[config.mk]
export PLATFORM = sky130hd
export DESIGN_NAME = uart_tx
export DESIGN_NICKNAME = d
export VERILOG_FILES = /design/src/rtl/uart_tx.sv
export SDC_FILE = /design/constraint.sdc
export NUM_CORES = 1
export LEC_CHECK = 0
export CORE_UTILIZATION = 35
export CTS_CLUSTER_DIAMETER = 30
export DETAILED_ROUTE_END_ITERATION = 10
export RECOVER_POWER = 50
export SKIP_CTS_REPAIR_TIMING = 1
export SYNTH_ARGS = -nofsm -noshare
export SYNTH_HDL_FRONTEND = slang
export SYNTH_SLANG_ARGS = --single-unit
[constraint.sdc]
create_clock -name clk -period 4.5 [get_ports clk]
set_clock_uncertainty 0.15 [all_clocks]
set_input_delay 1.125 -clock clk [delete_from_list [all_inputs] [get_ports clk]]
set_output_delay 1.125 -clock clk [all_outputs]
set_load 0.03 [all_outputs]
[src/rtl/uart_tx.sv]
`default_nettype none
// ============================================================================
// Module      : uart_tx
// Description : Byte-serialising UART transmitter (start, D0..D7 LSB-first,
//               optional parity, stop). A one-entry holding register takes
//               bytes over a valid/ready handshake. Bit timing uses an integer
//               count plus a fractional accumulator, so the average bit period
//               matches CLK_FREQ/BAUD_RATE exactly.
//               Optional feature macro: UART_TX_PARITY_EN (adds a parity bit).
// Revision    : 1.0 - initial release
// ============================================================================
module uart_tx #(
    parameter int CLK_FREQ   = 100_000_000,
    parameter int BAUD_RATE  = 9600,
    parameter int PARITY_ODD = 0
) (
    input  logic       clk,
    input  logic       rst_n,
    input  logic [7:0] tx_data,
    input  logic       tx_valid,
    output logic       tx_ready,
    output logic       uart_tx_pin,
    output logic       tx_busy
);

    localparam int unsigned CNT_INT  = CLK_FREQ / BAUD_RATE;
    localparam int unsigned CNT_FRAC = CLK_FREQ % BAUD_RATE;

    localparam logic [31:0] INT_W  = 32'(CNT_INT);
    localparam logic [31:0] FRAC_W = 32'(CNT_FRAC);
    localparam logic [31:0] BAUD_W = 32'(BAUD_RATE);

    localparam logic [2:0] IDLE   = 3'd0;
    localparam logic [2:0] START  = 3'd1;
    localparam logic [2:0] DATA   = 3'd2;
`ifdef UART_TX_PARITY_EN
    localparam logic [2:0] PARITY = 3'd3;
`endif
    localparam logic [2:0] STOP   = 3'd4;

    logic [2:0]  state;
    logic [31:0] cnt;
    logic [31:0] acc;
    logic [7:0]  shift;
    logic [2:0]  bit_idx;
    logic [7:0]  hold_data;
    logic        hold_full;

`ifdef UART_TX_PARITY_EN
    logic        parity_bit;
`else
    // Parity polarity has no meaning in the 8N1 build.
    logic        unused_parity_odd;
    assign unused_parity_odd = (PARITY_ODD != 0);
`endif

    logic        accept;
    logic        bit_tick;
    logic        drain;
    logic        enter_bit;
    logic [31:0] acc_base;
    logic [31:0] acc_sum;
    logic [31:0] acc_next;
    logic [31:0] cnt_load;

    assign tx_ready = !hold_full;
    assign tx_busy  = (state != IDLE);
    assign accept   = tx_valid && tx_ready;
    assign bit_tick = (cnt == 32'd0);

    // A byte moves from the holding register into the shift register when a
    // frame starts from idle or when a stop bit ends with another byte waiting.
    assign drain = hold_full &&
                   ((state == IDLE) || ((state == STOP) && bit_tick));

    // A new bit begins on every drain and on every bit end except STOP->IDLE.
    assign enter_bit = drain ||
                       ((state != IDLE) && (state != STOP) && bit_tick);

    // Length of the bit being entered: add the fractional remainder and
    // stretch the bit by one clock whenever a whole baud period has built up.
    always_comb begin
        acc_base = (state == IDLE) ? 32'd0 : acc;
        acc_sum  = acc_base + FRAC_W;
        acc_next = acc_sum;
        cnt_load = INT_W - 32'd1;
        if (acc_sum >= BAUD_W) begin
            acc_next = acc_sum - BAUD_W;
            cnt_load = INT_W;
        end
    end

    // Holding register: fill on accept, empty when the byte is drained.
    always_ff @(posedge clk) begin
        if (!rst_n) begin
            hold_full <= 1'b0;
            hold_data <= 8'h00;
        end else if (accept) begin
            hold_full <= 1'b1;
            hold_data <= tx_data;
        end else if (drain) begin
            hold_full <= 1'b0;
        end
    end

    // Bit timer: reload at each bit start, count down to zero within the bit.
    always_ff @(posedge clk) begin
        if (!rst_n) begin
            cnt <= 32'd0;
            acc <= 32'd0;
        end else if (enter_bit) begin
            cnt <= cnt_load;
            acc <= acc_next;
        end else if ((state != IDLE) && (cnt != 32'd0)) begin
            cnt <= cnt - 32'd1;
        end
    end

    // Frame sequencer: drives the registered pin and steps through the bits.
    always_ff @(posedge clk) begin
        if (!rst_n) begin
            state       <= IDLE;
            shift       <= 8'h00;
            bit_idx     <= 3'd0;
            uart_tx_pin <= 1'b1;
`ifdef UART_TX_PARITY_EN
            parity_bit  <= 1'b0;
`endif
        end else begin
            case (state)
                IDLE: begin
                    uart_tx_pin <= 1'b1;
                    if (hold_full) begin
                        shift       <= hold_data;
`ifdef UART_TX_PARITY_EN
                        parity_bit  <= (^hold_data) ^ (PARITY_ODD != 0);
`endif
                        uart_tx_pin <= 1'b0;
                        state       <= START;
                    end
                end
                START: begin
                    if (bit_tick) begin
                        uart_tx_pin <= shift[0];
                        shift       <= {1'b0, shift[7:1]};
                        bit_idx     <= 3'd0;
                        state       <= DATA;
                    end
                end
                DATA: begin
                    if (bit_tick) begin
                        if (bit_idx == 3'd7) begin
`ifdef UART_TX_PARITY_EN
                            uart_tx_pin <= parity_bit;
                            state       <= PARITY;
`else
                            uart_tx_pin <= 1'b1;
                            state       <= STOP;
`endif
                        end else begin
                            uart_tx_pin <= shift[0];
                            shift       <= {1'b0, shift[7:1]};
                            bit_idx     <= bit_idx + 3'd1;
                        end
                    end
                end
`ifdef UART_TX_PARITY_EN
                PARITY: begin
                    if (bit_tick) begin
                        uart_tx_pin <= 1'b1;
                        state       <= STOP;
                    end
                end
`endif
                STOP: begin
                    if (bit_tick) begin
                        if (hold_full) begin
                            // Back-to-back frame: no idle gap, accumulator kept.
                            shift       <= hold_data;
`ifdef UART_TX_PARITY_EN
                            parity_bit  <= (^hold_data) ^ (PARITY_ODD != 0);
`endif
                            uart_tx_pin <= 1'b0;
                            state       <= START;
                        end else begin
                            state       <= IDLE;
                        end
                    end
                end
                default: begin
                    uart_tx_pin <= 1'b1;
                    state       <= IDLE;
                end
            endcase
        end
    end

endmodule
`default_nettype wire
# --- After elaboration in Yosys (flattened, before gate mapping) ---
# Index checks and enable logic that the tools add are counted.
totals:
  ff_bits: 88
  inputBits: 11
  out_inout_bits: 3
op_classes:
  magnitude_cmp: 1
  n_eq_ne: 12
  n_reduce_logical: 21
  add_sub_neg: 4
  mux: 31
op_table:
  columns: ["op", "n"]
  rows:
  - ["32-bit 2-to-1 mux", 4]
  - ["8-bit 2-to-1 mux", 5]
  - ["32-bit by 13-bit adder with 32-bit output, second input constant", 1]
  - ["32-bit by 14-bit >= comparator with 1-bit output, second input constant", 1]
  - ["32-bit zero test", 1]
  - ["8-bit one-hot mux with 4 select lines", 1]
  - ["32-bit nonzero test", 1]
  - ["32-bit by 1-bit subtractor with 32-bit output, second input constant", 1]
  - ["32-bit by 14-bit subtractor with 32-bit output, second input constant", 1]
  - ["3-bit 2-to-1 mux", 8]
  - ["2-bit != test, second input constant", 7]
  - ["3-bit one-hot mux with 4 select lines", 1]
  - ["5-bit AND reduction", 2]
  - ["1-bit 2-to-1 mux", 9]
  - ["4-bit AND reduction", 2]
  - ["3-bit equality test, second input constant", 2]
  - ["1-bit logical AND", 6]
  - ["3-bit one-hot mux with 2 select lines", 1]
  - ["2-bit nonzero test", 3]
  - ["5-bit 2-to-1 mux", 1]
  - ["1-bit one-hot mux with 4 select lines", 1]
  - ["4-bit nonzero test", 1]
  - ["3-bit by 1-bit adder with 3-bit output, second input constant", 1]
  - ["3-bit by 1-bit equality test with 1-bit output, second input constant", 1]
  - ["6 further kinds", 7]

# --- Logic depth before layout (Yosys ltp) ---
depth:
  depth_word: 6
  mapped_depth: 19

# --- Least setup slack after synthesis ---
# Ideal clock, no wire load.
synth_path:
  path_kind: "register -> register"
  from: "register state[2]"
  to: "register acc[15]"
  t_required_ps: 4219
  synth_period_minus_slack_ps: 4946
  stages_incl_launch_ff: 19
  path_slack_ps: -446
  path_buffers: 5
  arrival_time_ps: 4665
  setup_ps: 131
  cell_sequence: "dfxtp_1 -> buf_2 -> nor3_1 -> inv_2 -> clkbuf_1 -> clkbuf_1 -> and2_1 -> ha_1 -> clkbuf_1 -> a211oi_2 -> nor4_2 -> nand3_1 -> mux2i_2 -> nor4b_4 -> or4b_4 -> buf_6 -> and3_1 -> o311ai_1 -> o41ai_1"
synth_lines:
  columns: ["element", "line_no", "rtl"]
  rows:
  - ["start, declared", "41", "logic [2:0] state;"]
  - ["start signal, assigned", "122", "state <= IDLE;"]
  - ["start signal, assigned", "139", "state <= START;"]
  - ["start signal, assigned", "147", "state <= DATA;"]
  - ["3-bit nonzero test", null, null]
  - ["named net tx_busy", "23", "output logic tx_busy"]
  - ["1-bit logical AND (2 in series)", "78", "((state != IDLE) && (state != STOP) && bit_tick);"]
  - ["1-bit logical OR", "77", "assign enter_bit = drain ||"]
  - ["end signal, assigned", "113", "acc <= acc_next;"]
  - ["end, declared", "43", "logic [31:0] acc;"]
# The timed path passes the listed nets, and every way through them passes these cells.
# A chain may end at the register's enable or synchronous reset.

# --- Worst setup path in the final report ---
layout_path:
  from: "register state[0]"
  to: "register acc[15]"
layout_between:
  elab_chain_len: 5
layout_rtl:
  columns: ["element", "line_no", "rtl"]
  rows:
  - ["3-bit zero test or 3-bit equality test (tied branches)", "74, 83", null]
  - ["32-bit 2-to-1 mux or 1-bit logical AND (tied branches)", "83, 74", null]
  - ["32-bit by 13-bit adder with 32-bit output or 1-bit logical OR (tied branches)", "84, 74", null]
  - ["32-bit by 14-bit subtractor with 32-bit output, or another cell as far along", "88", "acc_next = acc_sum - BAUD_W;"]
  - ["32-bit 2-to-1 mux or 1-bit logical OR (tied branches)", "87, 77", null]
# Parallel ways exist; a longest one is shown, timed or not.

==> results.txt <==
----------------------------------------------------
[Setup path]
  Reg-to-reg slack, setup ... 0.40 ns
  Worst endpoint required time ... 4.57 ns
  R2R Path Start ... state[0]
  Type of destination of the critical path ... flip-flop
  Classification of the worst setup path ... flip-flop to flip-flop
  Reg2Reg Depth ... 13
  Worst EP arrival ... 4.17 ns
  Capturing point of the worst reg2reg path ... acc[15]
  Highest fanout seen on the critical path ... 20
  Critical Path Source Type ... flip-flop

[Timing]
  Sum of negative setup slack ... 0 ns
  Final count of hold timing violations ... 0
  Worst rel slew slack ... 16.2%
  Worst Setup Slack, final ... 0.405 ns
  Slew at the pin with the worst max-slew slack ... 1.26 ns
  Final-report setup violation count ... 0
  Crit share post-route ... 91.0%
  Minimum clock period ... 4.10 ns
  Fmax ... 244 MHz
  Setup repair after global routing missed its margin ... false
  Max-slew violations ... 0

[Placement]
  Final HPWL from detailed placement ... 8.56 mm
  Weighted congestion reported at the end of routability-driven placement ... 0.902
  Cell Area, Placed ... 0.00555 sq mm
  Post-placement worst setup slack ... 0.255 ns
  Placed insts ... 820
  Number of I/O port buffers ... 13

[Clocking]
  # clock sinks ... 88
  Root buffer cell ... sky130_fd_sc_hd__clkbuf_16
  Clock latency reported for the late side of the worst-skew pair ... 0.35 ns
  H-Tree Level Count ... 3
  TritonCTS Buffers ... 9
  Clock tree from TritonCTS ... done
  Clock transition at the registers of the reported paths ... 0.07 ns
  CTS Buffer Depth ... 2

[Synthesis]
  Most used flip-flop cell after synthesis ... sky130_fd_sc_hd__dfxtp_1
  Number of warnings issued by yosys ... 0
  Number of synthesized register bits ... 88
  Area share of the largest cell type after synthesis ... 33.7%
  Cell type contributing the most total cell area after synthesis ... sky130_fd_sc_hd__dfxtp_1
  Average footprint of a synthesized cell ... 8.08 sq um
  Number of synthesized flops with an enable pin ... 0
  Count of cell types in the netlist ... 73
  Net count of the mapped netlist ... 665
  Synthesized area ... 0.00523 sq mm
  Synth area leaders ... sky130_fd_sc_hd__dfxtp_1 (34%), sky130_fd_sc_hd__xnor2_1 (7.4%), sky130_fd_sc_hd__nor2_1 (5.6%)
  Most frequent cell after synthesis ... sky130_fd_sc_hd__dfxtp_1
  Sequential fraction of the synthesis area ... 33.7%
  Most numerous cell types in the synthesized netlist ... sky130_fd_sc_hd__dfxtp_1 (88), sky130_fd_sc_hd__nor2_1 (78), sky130_fd_sc_hd__nand2_1 (58), sky130_fd_sc_hd__xnor2_1 (44), sky130_fd_sc_hd__a21oi_1 (39)
  Async set-reset flop share out of synthesis ... 0%
  Gate count after technology mapping ... 647

[Cells and area]
  Synthesis-to-finish area growth ... 11.9%
  Final Net Count ... 667
  Antenna diode instance count ... 0
  Share of cells above drive strength 1 ... 8.56%
  Fillers ... 1,477
  Area of all placed cells without fillers ... 0.00585 sq mm
  Non-filler cells in the finished layout ... 838

[Worst hold path]
  Number of cells on the worst hold path ... 2
  Worst min-delay path category ... flip-flop to flip-flop
  Start point of the worst min-delay path ... hold_data[0]
  End of the worst hold path ... hold_data[0]

[Job]
  Number of maximum-capacitance constraint violations ... 0

[Pwr]
  Power Internal ... 2000 uW
  IR Drop Worst-Case VDD ... 0.000237 V
  Pleak ... 0.00204 uW
  Switching power share of the total ... 42.9%
  Fraction of power consumed by the clock network ... 21.2%
  Portion of total power attributed to combinational logic ... 46.5%
  Power density over the cells ... 599 mW/mm^2
  Psw ... 1500 uW
  Reg power frac ... 32.3%

[Detailed routing]
  Aggregate routed wire length ... 12.2 mm
  Detailed Route Iter0 Violations ... 185
  WL/cell ... 14.5 um
  Post-DRT Antenna Nets ... 0
  Vias ... 4,615
  Vias/cell ... 5.51
  DRC violations left ... 0
  Router iterations before antenna repair ... 4

[Global route]
  Largest net degree at the start of global routing ... 35
  Total overflow reported by the global router ... 0
  Initial antenna violation count ... 0
  Tot GR Track Use ... 16.9%
  Number of global-route vias before repair ... 4,502
  Wire length of the first global-routing pass ... 20.8 mm

[Floorplan]
  Starting density of the core ... 36.0%
  Placeable Area ... 0.0145 sq mm
  Horizontal die dimension ... 124 um
  Die outline height ... 124 um
  Number of core rows ... 44
  Area of the die ... 0.0154 sq mm
  Io pins ... 14

[Status]
  Outcome ... complete, no violations

----------------------------------------------------
## per-layer routing
layer,part of all wire (%),GRT usage [%],up-vias
met4,1.8,7.44,0
met1,45,20.9,2177
met2,49,28.8,95
met3,4.5,2.66,17
li1,-,-,2326
met5,0,0,-
## stage by stage
step	total power [uW]	hold WS [ns]	util, %
6_report	3500	0.308	40.2
5_1_grt	3760	0.324	40.2
4_1_cts	3490	0.308	40.2
3_5_place_dp	2730	0.289	38.2
3_3_place_gp	2690	0.285	38.2
2_1_floorplan	2410	0.270	-
## cell families after synthesis
| logic type | Yosys count | share of synthesized area [%] |
|---|---|---|
| xor gates and xnor gates | 64 | 10.7 |
| and+or+nand+nor | 281 | 28.4 |
| muxes | 15 | 2.97 |
| AOI/OAI and AO/OA | 139 | 18.1 |
| DFF | 88 | 33.7 |
| adders and majority gates | 7 | 1.68 |
| buffers and inverters | 53 | 4.45 |
## layout by cell type, fill, tap and decap left out, types with 3 or more instances in the layout
cell and instances:
sky130_fd_sc_hd__dfxtp_1 87, sky130_fd_sc_hd__nor2_1 78, sky130_fd_sc_hd__nand2_1 58, sky130_fd_sc_hd__xnor2_1 44, sky130_fd_sc_hd__a21oi_1 38, sky130_fd_sc_hd__nor3_1 23, sky130_fd_sc_hd__nand3_1 23, sky130_fd_sc_hd__a211oi_1 23
sky130_fd_sc_hd__o21ai_0 22, sky130_fd_sc_hd__xor2_1 20, sky130_fd_sc_hd__nor4_1 16, sky130_fd_sc_hd__buf_4 16, sky130_fd_sc_hd__mux2i_1 13, sky130_fd_sc_hd__and2_1 12, sky130_fd_sc_hd__inv_1 9, sky130_fd_sc_hd__nand2b_1 9
sky130_fd_sc_hd__a31oi_1 9, sky130_fd_sc_hd__clkbuf_16 9, sky130_fd_sc_hd__clkdlybuf4s50_1 9, sky130_fd_sc_hd__and3_1 8, sky130_fd_sc_hd__or4_1 7, sky130_fd_sc_hd__or3_1 7, sky130_fd_sc_hd__ha_1 7, sky130_fd_sc_hd__nor2b_1 6
sky130_fd_sc_hd__nor4b_1 5, sky130_fd_sc_hd__nand3b_1 4, sky130_fd_sc_hd__o21ai_1 4, sky130_fd_sc_hd__nand4_1 4, sky130_fd_sc_hd__o41ai_1 4, sky130_fd_sc_hd__a311oi_1 4, sky130_fd_sc_hd__dlygate4sd3_1 4, sky130_fd_sc_hd__clkbuf_1 4
sky130_fd_sc_hd__inv_8 3
## registers in the layout, indices dropped and copies added (netlist names)
| signal | cells |
|---|---|
| hold_data | 8 |
| state | 3 |
| bit_idx | 3 |
| hold_full | 1 |
| cnt | 32 |
| acc | 32 |
| shift | 8 |
| uart_tx_pin | 1 |
## worst max path at each step
stage	depth (start not counted)	endpoint	startpoint	slack (ns)
finish	13	acc[15]	state[0]	0.40
global route	14	acc[15]	state[0]	0.05
CTS	15	acc[8]	state[0]	0.25
detailed placement	15	acc[8]	state[0]	0.26
global placement	13	acc[15]	state[0]	0.48
floorplan	19	acc[15]	state[2]	0.009
## final cells by class
cell class | instances | area (sq um) | area share [%]
repair buffers | 33 | 265 | 4.54
flip-flops and latches | 88 | 1760 | 30.2
well taps | 184 | 230 | 3.94
clock inverters | 7 | 68.8 | 1.18
clock buffers | 9 | 225 | 3.85
inverters | 11 | 41.3 | 0.706
multi-input cells | 506 | 3250 | 55.6
## worst max-delay path, cell delays in order, from the launching register on
cell,delay (ns)
sky130_fd_sc_hd__dfxtp_2,0.39
sky130_fd_sc_hd__nor3_4,0.20
sky130_fd_sc_hd__inv_2,0.07
sky130_fd_sc_hd__and2_1,0.17
sky130_fd_sc_hd__ha_1,0.30
sky130_fd_sc_hd__a211oi_4,0.43
sky130_fd_sc_hd__nor4_2,0.12
sky130_fd_sc_hd__nand3_1,0.26
sky130_fd_sc_hd__mux2i_2,0.33
sky130_fd_sc_hd__nor4b_4,0.35
sky130_fd_sc_hd__or4b_4,0.66
sky130_fd_sc_hd__and3_1,0.20
sky130_fd_sc_hd__o311ai_1,0.22
sky130_fd_sc_hd__o41ai_1,0.11
## power groups by stage
stage	sequential, uW	clock, uW	combinational (uW)
6_report	1130	743	1630
5_1_grt	1160	799	1800
4_1_cts	1130	761	1600
3_5_place_dp	1150	0	1580
3_3_place_gp	1140	0	1560
2_1_floorplan	1050	0	1360
Power figures use the tool's default switching activity.
